===== src/rtl/fibo_wb_pkg.sv =====
// fibo_wb_pkg: register map, ID constant and FSM types shared by the Fibonacci Wishbone master
package fibo_wb_pkg;
  localparam logic [7:0] REG_NR    = 8'h00;
  localparam logic [7:0] REG_ID    = 8'h04;
  localparam logic [7:0] REG_IRQ   = 8'h08;
  localparam logic [7:0] REG_ON    = 8'h0C;
  localparam logic [7:0] REG_OFF   = 8'h10;
  localparam logic [7:0] REG_VAL   = 8'h14;
  localparam logic [7:0] REG_WRITE = 8'h18;
  localparam logic [7:0] REG_READ  = 8'h1C;
  localparam logic [7:0] REG_PANIC = 8'h20;
  localparam logic [31:0] FIBO_ID  = 32'h4669626F;
  typedef enum logic [1:0] {IDLE, BUS, RESP} state_t;
  typedef enum logic {SRC_CMD, SRC_POLL} src_t;
endpackage


===== src/rtl/wb_timeout_ctr.sv =====
// wb_timeout_ctr: saturating up-counter with clear, flags expiry once it reaches LIMIT
module wb_timeout_ctr #(
  parameter int LIMIT = 15
) (
  input  logic clk,
  input  logic rst_n,
  input  logic clr,
  input  logic en,
  output logic expired
);
  localparam int W = $clog2(LIMIT + 1);
  logic [W-1:0] cnt;
  assign expired = cnt == W'(LIMIT);
  // count while enabled, hold at LIMIT, clear has priority
  always_ff @(posedge clk or negedge rst_n)
    if (!rst_n) cnt <= '0;
    else if (clr) cnt <= '0;
    else if (en && !expired) cnt <= cnt + W'(1);
endmodule


===== src/rtl/fibonacci_wb_master.sv =====
// fibonacci_wb_master: command-to-Wishbone bridge with timeout and autonomous VAL polling
module fibonacci_wb_master import fibo_wb_pkg::*; #(
  parameter logic [31:0] BASE_ADDRESS = 32'h3000_0000,
  parameter int          TIMEOUT      = 16,
  parameter int          POLL_PERIOD  = 1024
) (
  input  logic        wb_clk_i,
  input  logic        wb_rst_n_i,
  input  logic        cmd_valid,
  output logic        cmd_ready,
  input  logic        cmd_we,
  input  logic [7:0]  cmd_addr,
  input  logic [31:0] cmd_wdata,
  output logic        rsp_valid,
  input  logic        rsp_ready,
  output logic [31:0] rsp_data,
  output logic        rsp_err,
  input  logic        poll_en,
  output logic [29:0] poll_value,
  output logic        poll_update,
  output logic        wbm_cyc_o,
  output logic        wbm_stb_o,
  output logic        wbm_we_o,
  output logic [3:0]  wbm_sel_o,
  output logic [31:0] wbm_adr_o,
  output logic [31:0] wbm_dat_o,
  input  logic        wbm_ack_i,
  input  logic [31:0] wbm_dat_i
);
  state_t state;
  src_t   src;
  logic   in_bus, take, bus_exp, poll_exp, poll_done, bus_end;
  assign in_bus    = state == BUS;
  assign take      = cmd_valid && cmd_ready;
  assign bus_end   = in_bus && (wbm_ack_i || bus_exp);
  assign poll_done = bus_end && src == SRC_POLL;
  wb_timeout_ctr #(.LIMIT(TIMEOUT - 1)) u_bus_ctr (
    .clk(wb_clk_i), .rst_n(wb_rst_n_i), .clr(!in_bus), .en(in_bus), .expired(bus_exp)
  );
  wb_timeout_ctr #(.LIMIT(POLL_PERIOD - 1)) u_poll_ctr (
    .clk(wb_clk_i), .rst_n(wb_rst_n_i), .clr(!poll_en || poll_done), .en(poll_en), .expired(poll_exp)
  );
  // transfer sequencer: IDLE arbitrates command over poll, BUS runs one classic cycle, RESP holds the reply
  always_ff @(posedge wb_clk_i or negedge wb_rst_n_i)
    if (!wb_rst_n_i) begin
      state       <= IDLE;
      src         <= SRC_CMD;
      cmd_ready   <= 1'b0;
      rsp_valid   <= 1'b0;
      rsp_data    <= '0;
      rsp_err     <= 1'b0;
      poll_value  <= '0;
      poll_update <= 1'b0;
      wbm_cyc_o   <= 1'b0;
      wbm_stb_o   <= 1'b0;
      wbm_we_o    <= 1'b0;
      wbm_sel_o   <= '0;
      wbm_adr_o   <= '0;
      wbm_dat_o   <= '0;
    end else begin
      poll_update <= 1'b0;
      case (state)
        IDLE:
          if (take || (poll_en && poll_exp)) begin
            state     <= BUS;
            src       <= take ? SRC_CMD : SRC_POLL;
            cmd_ready <= 1'b0;
            wbm_cyc_o <= 1'b1;
            wbm_stb_o <= 1'b1;
            wbm_sel_o <= 4'hF;
            wbm_we_o  <= take && cmd_we;
            wbm_adr_o <= BASE_ADDRESS | {24'b0, take ? cmd_addr : REG_VAL};
            wbm_dat_o <= take ? cmd_wdata : '0;
          end else cmd_ready <= 1'b1;
        BUS:
          if (bus_end) begin
            wbm_cyc_o <= 1'b0;
            wbm_stb_o <= 1'b0;
            wbm_we_o  <= 1'b0;
            wbm_sel_o <= '0;
            state     <= src == SRC_CMD ? RESP : IDLE;
            cmd_ready <= src == SRC_POLL;
            if (src == SRC_CMD) begin
              rsp_valid <= 1'b1;
              rsp_err   <= !wbm_ack_i;
              rsp_data  <= (wbm_ack_i && !wbm_we_o) ? wbm_dat_i : '0;
            end else if (wbm_ack_i) begin
              poll_value  <= wbm_dat_i[29:0];
              poll_update <= 1'b1;
            end
          end
        RESP:
          if (rsp_ready) begin
            rsp_valid <= 1'b0;
            state     <= IDLE;
            cmd_ready <= 1'b1;
          end
        default: state <= IDLE;
      endcase
    end
endmodule


===== config.mk =====
export PLATFORM = sky130hd
export DESIGN_NAME = fibonacci_wb_master
export DESIGN_NICKNAME = d
export VERILOG_FILES = /design/src/rtl/fibo_wb_pkg.sv /design/src/rtl/wb_timeout_ctr.sv /design/src/rtl/fibonacci_wb_master.sv
export SDC_FILE = /design/constraint.sdc
export NUM_CORES = 1
export LEC_CHECK = 0
export ABC_AREA = 1
export CORE_UTILIZATION = 35
export CTS_CLUSTER_DIAMETER = 80
export DETAILED_ROUTE_END_ITERATION = 16
export GPL_TIMING_DRIVEN = 1
export HOLD_SLACK_MARGIN = 0.02
export PLACE_DENSITY = 0.67
export SYNTH_ARGS = -nofsm -noshare
export SYNTH_HDL_FRONTEND = slang
export SYNTH_SLANG_ARGS = --single-unit

===== constraint.sdc =====
create_clock -name wb_clk_i -period 3.8 [get_ports wb_clk_i]
set_input_delay 0.76 -clock wb_clk_i [delete_from_list [all_inputs] [get_ports wb_clk_i]]
set_output_delay 0.76 -clock wb_clk_i [all_outputs]
set_load 0.005 [all_outputs]

==> results of run 1 <==
[power breakdown]
| group | switching (mW) | internal, mW |
|---|---|---|
| logic | 1.02 | 1.24 |
| registers | 0.305 | 1.86 |
| clock network | 0.583 | 1.05 |
| total | 1.91 | 4.15 |
[Yosys cell counts (2+ instances only)]
cell / instances
nand2_1: 273
dfrtp_1: 126
nand3_1: 52
buf_4: 28
o21ai_0: 28
inv_1: 24
nor2_1: 13
buf_2: 12
o21ai_1: 11
buf_6: 8
clkbuf_1: 8
ha_1: 6
nor3_1: 5
o21ai_2: 5
nand2_2: 4
a21oi_1: 3
nand4_1: 3
nor2_2: 3
xor2_1: 3
or2_2: 2
xnor2_1: 2
[worst register-to-register path, stage by stage (launching register included)]
cell,delay [ps]
dfrtp_1,410
inv_1,90
ha_1,280
inv_1,160
nor2_2,160
nand2_2,430
buf_4,410
nand2_1,80
o21ai_0,70
[area by class of cell]
cell class                 count  area (sq um)
clock buffer                  22         454.2
clock inverter                10         138.9
fill                        1426          7203
inverter                      24         90.09
multi-input combinational    442          1953
sequential                   126          3153
tap                          211         264.0
timing repair buffer         201          2002
[cells by family after synthesis]
family,synth area share (%)
flip-flops,57.27
XOR/XNOR,0.7956
other,0.06812
adder cells (fa/ha/maj),1.364
AND/OR/NAND/NOR,26.64
buffers and inverters,8.727
AO/OA/AOI/OAI,5.136
[path summary, 6_finish.rpt]
kind	startpoint	end	slack, ps	cells after the start
max reg2reg	state[1]$_DFFE_PN0P_	rsp_data[18]$_DFFE_PN0P_	1580	8
min reg2reg	poll_value[8]$_DFFE_PN0P_	poll_value[8]$_DFFE_PN0P_	470	2
max	state[1]$_DFFE_PN0P_	rsp_data[18]$_DFFE_PN0P_	1580	8
max in group asynchronous	wb_rst_n_i	rsp_data[4]$_DFFE_PN0P_	2590	2
min	wb_rst_n_i	poll_value[6]$_DFFE_PN0P_	360	1
min in group wb_clk_i	poll_value[8]$_DFFE_PN0P_	poll_value[8]$_DFFE_PN0P_	470	2
[per-layer routing]
layer  routed length, um  vias to the layer above  global-route usage, %
met1                6020                     2161                  22.88
met2                6536                      144                  28.67
li1                    -                     2298                      -
met5                   0                        -                      0
met3                1008                       13                  6.700
met4                 210                        0                  6.232
[registers in the layout, summed over array words and instances (netlist names)]
name            flops
wbm_sel_o           1
wbm_we_o            1
rsp_valid           1
rsp_data           32
wbm_dat_o          32
rsp_err             1
u_poll_ctr.cnt     10
poll_value         30
poll_update         1
state               2
u_bus_ctr.cnt       4
cmd_ready           1
src                 1
wbm_adr_o           9
[per-stage QoR]
step,cells,total power [mW]
after detailed placement,1004,4.479
final,1036,6.058
after floorplan,648,3.187
after global placement,1004,4.455
after global routing,1036,6.520
after CTS,1036,6.139
==> impl_metrics.toml, run 1 <==
[clocking]
cts_tree = "yes"
cts_resized = 0
cts_buffers = 17
cts_root_buffer = "clkbuf_16"
holdBufCountCts = 0
htreeDepth = 4
clock-sinks = 126
cts.path.max_buffers = 2
clock_latency_ps = 410
clkSlewWorstSetupHoldPaths_ps = 50
post_cts_buffers = 0

[synth]
netlist_area_sq_um = 5505
yosysTopAreaCell = "dfrtp_1"
synth.avg_cell_area_sq_um = 8.780
yosys_warnings = 0
seq_area_frac_synth_pct = 57.27
ys_ff_latch = 126
synth_area_leaders = "dfrtp_1 (57%), nand2_1 (19%), nand3_1 (4.7%), buf_4 (3.8%), o21ai_0 (2.5%)"
synth_cell_types = 29
yosysTopAreaCellShare_pct = 57.27
synthFlopType = "dfrtp_1"
syn_inst = 627
synthArstFlopShare_pct = 100.0
synth-edff-count = 0

[pwr]
peakVddDrop_mv = 0.3501
power_density_nw_per_um2 = 752.1
power.leakage_nw = 3.847

[timing]
final_hold_viol_count = 0
min_period_ps = 2220
timing.final.crit_share_pct = 58.41
setup_tns_ps = 0
relSlewSlack_pct = 30.74
rsz0062_at_grt = "no"
setup-violations-final = 0
fin_skew_ps = 7.665
slew_violations = 0
worst_slack_ps = 1580
hold_slack_ps = 359.9
worstMarginPinSlew_ps = 1038
max_freq_ghz = 0.4505

[worst_setup_path]
cp_top_family = "simple AND/OR/NAND/NOR gates"
path_class = "flip-flop to flip-flop"
crit_required_ps = 4080
slowest_delay_ps = 430
slowest_stage = "nand2_2"
cp-start-kind = "flip-flop"
cp_num_buf_inv = 3
cpMostUsedCell = "inv_1"
crit_path_max_fanout = 44
worstPathCellList = "inv_1 > ha_1 > inv_1 > nor2_2 > nand2_2 > buf_4 > nand2_1 > o21ai_0"
worstPathArrival_ps = 2500
end_kind = "flip-flop"

[routing]
routed_wl_um = 13780
vias_per_cell = 4.456
post-route-drc-count = 0
ant_nets = 0
drtPass1Iterations = 5
vias = 4616
avgRoutedWirePerCell_um = 13.30
drtIter0Drc = 184

[layout]
diodes = 0
areaGrowthSynthToFinish_pct = 46.32
layout_commonest_cell = "nand2_1"
nets = 897
mostFrequentLayoutCells = "nand2_1 (273), clkdlybuf4s50_1 (192), dfrtp_1 (126), nand3_1 (52), o21ai_0 (28)"
fin_area_sq_um = 8055
drive_gt1_share_pct = 6.667
final_core_util_pct = 52.79

[hold_path]
hold_class = "primary input to async pin"

[placement]
portBuffers = 193
place_area_sq_um = 7462
hpwl_um = 9592
place_ws_ps = 1199
globalplace.congestion = 0.7630

[floorplanning]
die_h_um = 127.4
dieArea_sq_um = 16230
core-area_sq_um = 15260
start_util_pct = 36.08
std_cell_rows = 45
die_x_um = 127.4
ioPinCount = 216

[global_routing]
antenna_found_initial = 0
grt-ovfl-total = 0
track_usage_pct = 18.15
grt_pass1_vias = 4595
grt_max_degree = 51
grt_pass1_wl_um = 22900

[outcome]
status = "complete, no violations"

[run]
maxCapViolations = 0
(Power assumes the default switching activity.)
==> run 2: changes to the inputs <==
--- a/config.mk
+++ b/config.mk
@@ -11,7 +11,7 @@
 export DETAILED_ROUTE_END_ITERATION = 16
 export GPL_TIMING_DRIVEN = 1
 export HOLD_SLACK_MARGIN = 0.02
-export PLACE_DENSITY = 0.67
+export PLACE_DENSITY = 0.69
 export SYNTH_ARGS = -nofsm -noshare
 export SYNTH_HDL_FRONTEND = slang
 export SYNTH_SLANG_ARGS = --single-unit
==> constraint.sdc (replaced) <==
create_clock -name wb_clk_i -period 2 [get_ports wb_clk_i]
set_input_delay 0.4 -clock wb_clk_i [delete_from_list [all_inputs] [get_ports wb_clk_i]]
set_output_delay 0.4 -clock wb_clk_i [all_outputs]
set_load 0.005 [all_outputs]
==> run 2 against run 1 <==
Net effect: final area grew 1.3%; power grew 92%; core utilization grew 0.66 points; global-route usage shrank 0.086 points; clock skew shrank 1.6 ps; first-iteration DRC count grew 5.4%; critical path depth shrank 7; critical endpoint is now wbm_cyc_o.
==> impl_metrics.toml, run 2 (synthesis results as in run 1) <==
[floorplanning]
ioPinCount = 216
start_util_pct = 36.08
die_x_um = 127.4
die_h_um = 127.4
std_cell_rows = 45
dieArea_sq_um = 16230
core-area_sq_um = 15260

[timing]
slew_violations = 0
final_hold_viol_count = 0
relSlewSlack_pct = 50.88
min_period_ps = 1871
max_freq_ghz = 0.5343
setup_tns_ps = 0
worstMarginPinSlew_ps = 736.9
rsz0062_at_grt = "no"
hold_slack_ps = 34.73
fin_skew_ps = 6.090
timing.final.crit_share_pct = 93.57
worst_slack_ps = 128.5
setup-violations-final = 0

[clocking]
cts.path.max_buffers = 2
clkSlewWorstSetupHoldPaths_ps = 60
cts_tree = "yes"
htreeDepth = 4
holdBufCountCts = 0
post_cts_buffers = 0
cts_resized = 0
cts_buffers = 17
clock_latency_ps = 410
cts_root_buffer = "clkbuf_16"
clock-sinks = 126

[layout]
drive_gt1_share_pct = 7.581
layout_commonest_cell = "nand2_1"
fin_area_sq_um = 8157
diodes = 0
nets = 903
nFillCells = 1393
areaGrowthSynthToFinish_pct = 48.16
mostFrequentLayoutCells = "nand2_1 (273), clkdlybuf4s50_1 (192), dfrtp_1 (126), nand3_1 (52), o21ai_0 (28)"
reg_top3 = "rsp_data: 32 flops, wbm_dat_o: 32 flops, poll_value: 30 flops"

[worst_setup_path]
end_kind = "primary output"
slowest_delay_ps = 560
cp_num_buf_inv = 1
crit_required_ps = 1600
rr_startpoint = "state[1]$_DFFE_PN0P_"
cp-start-kind = "flip-flop"
path_class = "flip-flop to primary output"
cp_top_family = "buffers and inverters"
r2r_slack_ps = 290
worstPathArrival_ps = 1470
r2r_cells = 9
crit_path_max_fanout = 7
reg2reg_to = "u_poll_ctr.cnt[9]$_DFFE_PN0P_"
slowest_stage = "clkdlybuf4s50_1"
worstPathCellList = "clkdlybuf4s50_1"

[global_routing]
grt_max_degree = 127
track_usage_pct = 18.06
grt_pass1_wl_um = 22960
grt_pass1_vias = 4493
grt-ovfl-total = 0
antenna_found_initial = 0

[routing]
vias = 4669
drtIter0Drc = 194
avgRoutedWirePerCell_um = 13.21
vias_per_cell = 4.481
ant_nets = 0
drtPass1Iterations = 4
post-route-drc-count = 0
routed_wl_um = 13760

[placement]
portBuffers = 193
place_ws_ps = 169.3
globalplace.congestion = 0.7929
hpwl_um = 9551
place_area_sq_um = 7570

[pwr]
peakVddDrop_mv = 0.6537
power.leakage_nw = 3.887
power_density_nw_per_um2 = 1426

[hold_path]
hold_class = "primary input to async pin"

[outcome]
status = "complete, no violations"

[run]
maxCapViolations = 0
run 2: report_power, final:
part	leakage (nW)	switching [mW]	internal, mW
sequential	1.61	0.600	3.54
clock	0.274	1.10	1.92
combinational	2.00	2.00	2.47
run 2: final cells by class:
cell class | count | area (sq um) | share of cell area (%)
Inverter | 24 | 90.09 | 1.104
Sequential cell | 126 | 3153 | 38.66
Tap cell | 211 | 264.0 | 3.237
Clock inverter | 10 | 112.6 | 1.381
Clock buffer | 22 | 474.2 | 5.814
Multi-Input combinational cell | 442 | 1953 | 23.95
Timing Repair Buffer | 207 | 2110 | 25.86
run 2: per-stage QoR:
step	power (mW)	util, %	instances
4_1_cts	11.78	53.46	1042
5_1_grt	12.47	53.46	1042
2_1_floorplan	6.056	-	648
3_5_place_dp	8.684	49.61	1010
3_3_place_gp	8.603	49.61	1010
6_report	11.63	53.46	1042
run 2: worst max path at each step:
stage,slack (ps),cells past startpoint,to,start
detailed placement,170,9,wbm_adr_o[2]$_DFFE_PN0P_,poll_en
floorplan,500,8,wbm_adr_o[28]$_DFFE_PN0P_,u_poll_ctr.cnt[0]$_DFFE_PN0P_
CTS,100,1,wbm_cyc_o,wbm_sel_o[2]$_DFFE_PN0P_
global route,60,1,wbm_sel_o[0],wbm_sel_o[2]$_DFFE_PN0P_
global placement,190,9,wbm_adr_o[2]$_DFFE_PN0P_,poll_en
finish,130,1,wbm_cyc_o,wbm_sel_o[2]$_DFFE_PN0P_
run 2: per-layer routing:
metal | up-vias | global-route usage (%) | part of all wire (%)
li1 | 2317 | - | -
met1 | 2163 | 23.15 | 45
met2 | 163 | 27.90 | 46
met3 | 26 | 5.905 | 6.7
met4 | 0 | 7.843 | 2.6
met5 | - | 0 | 0
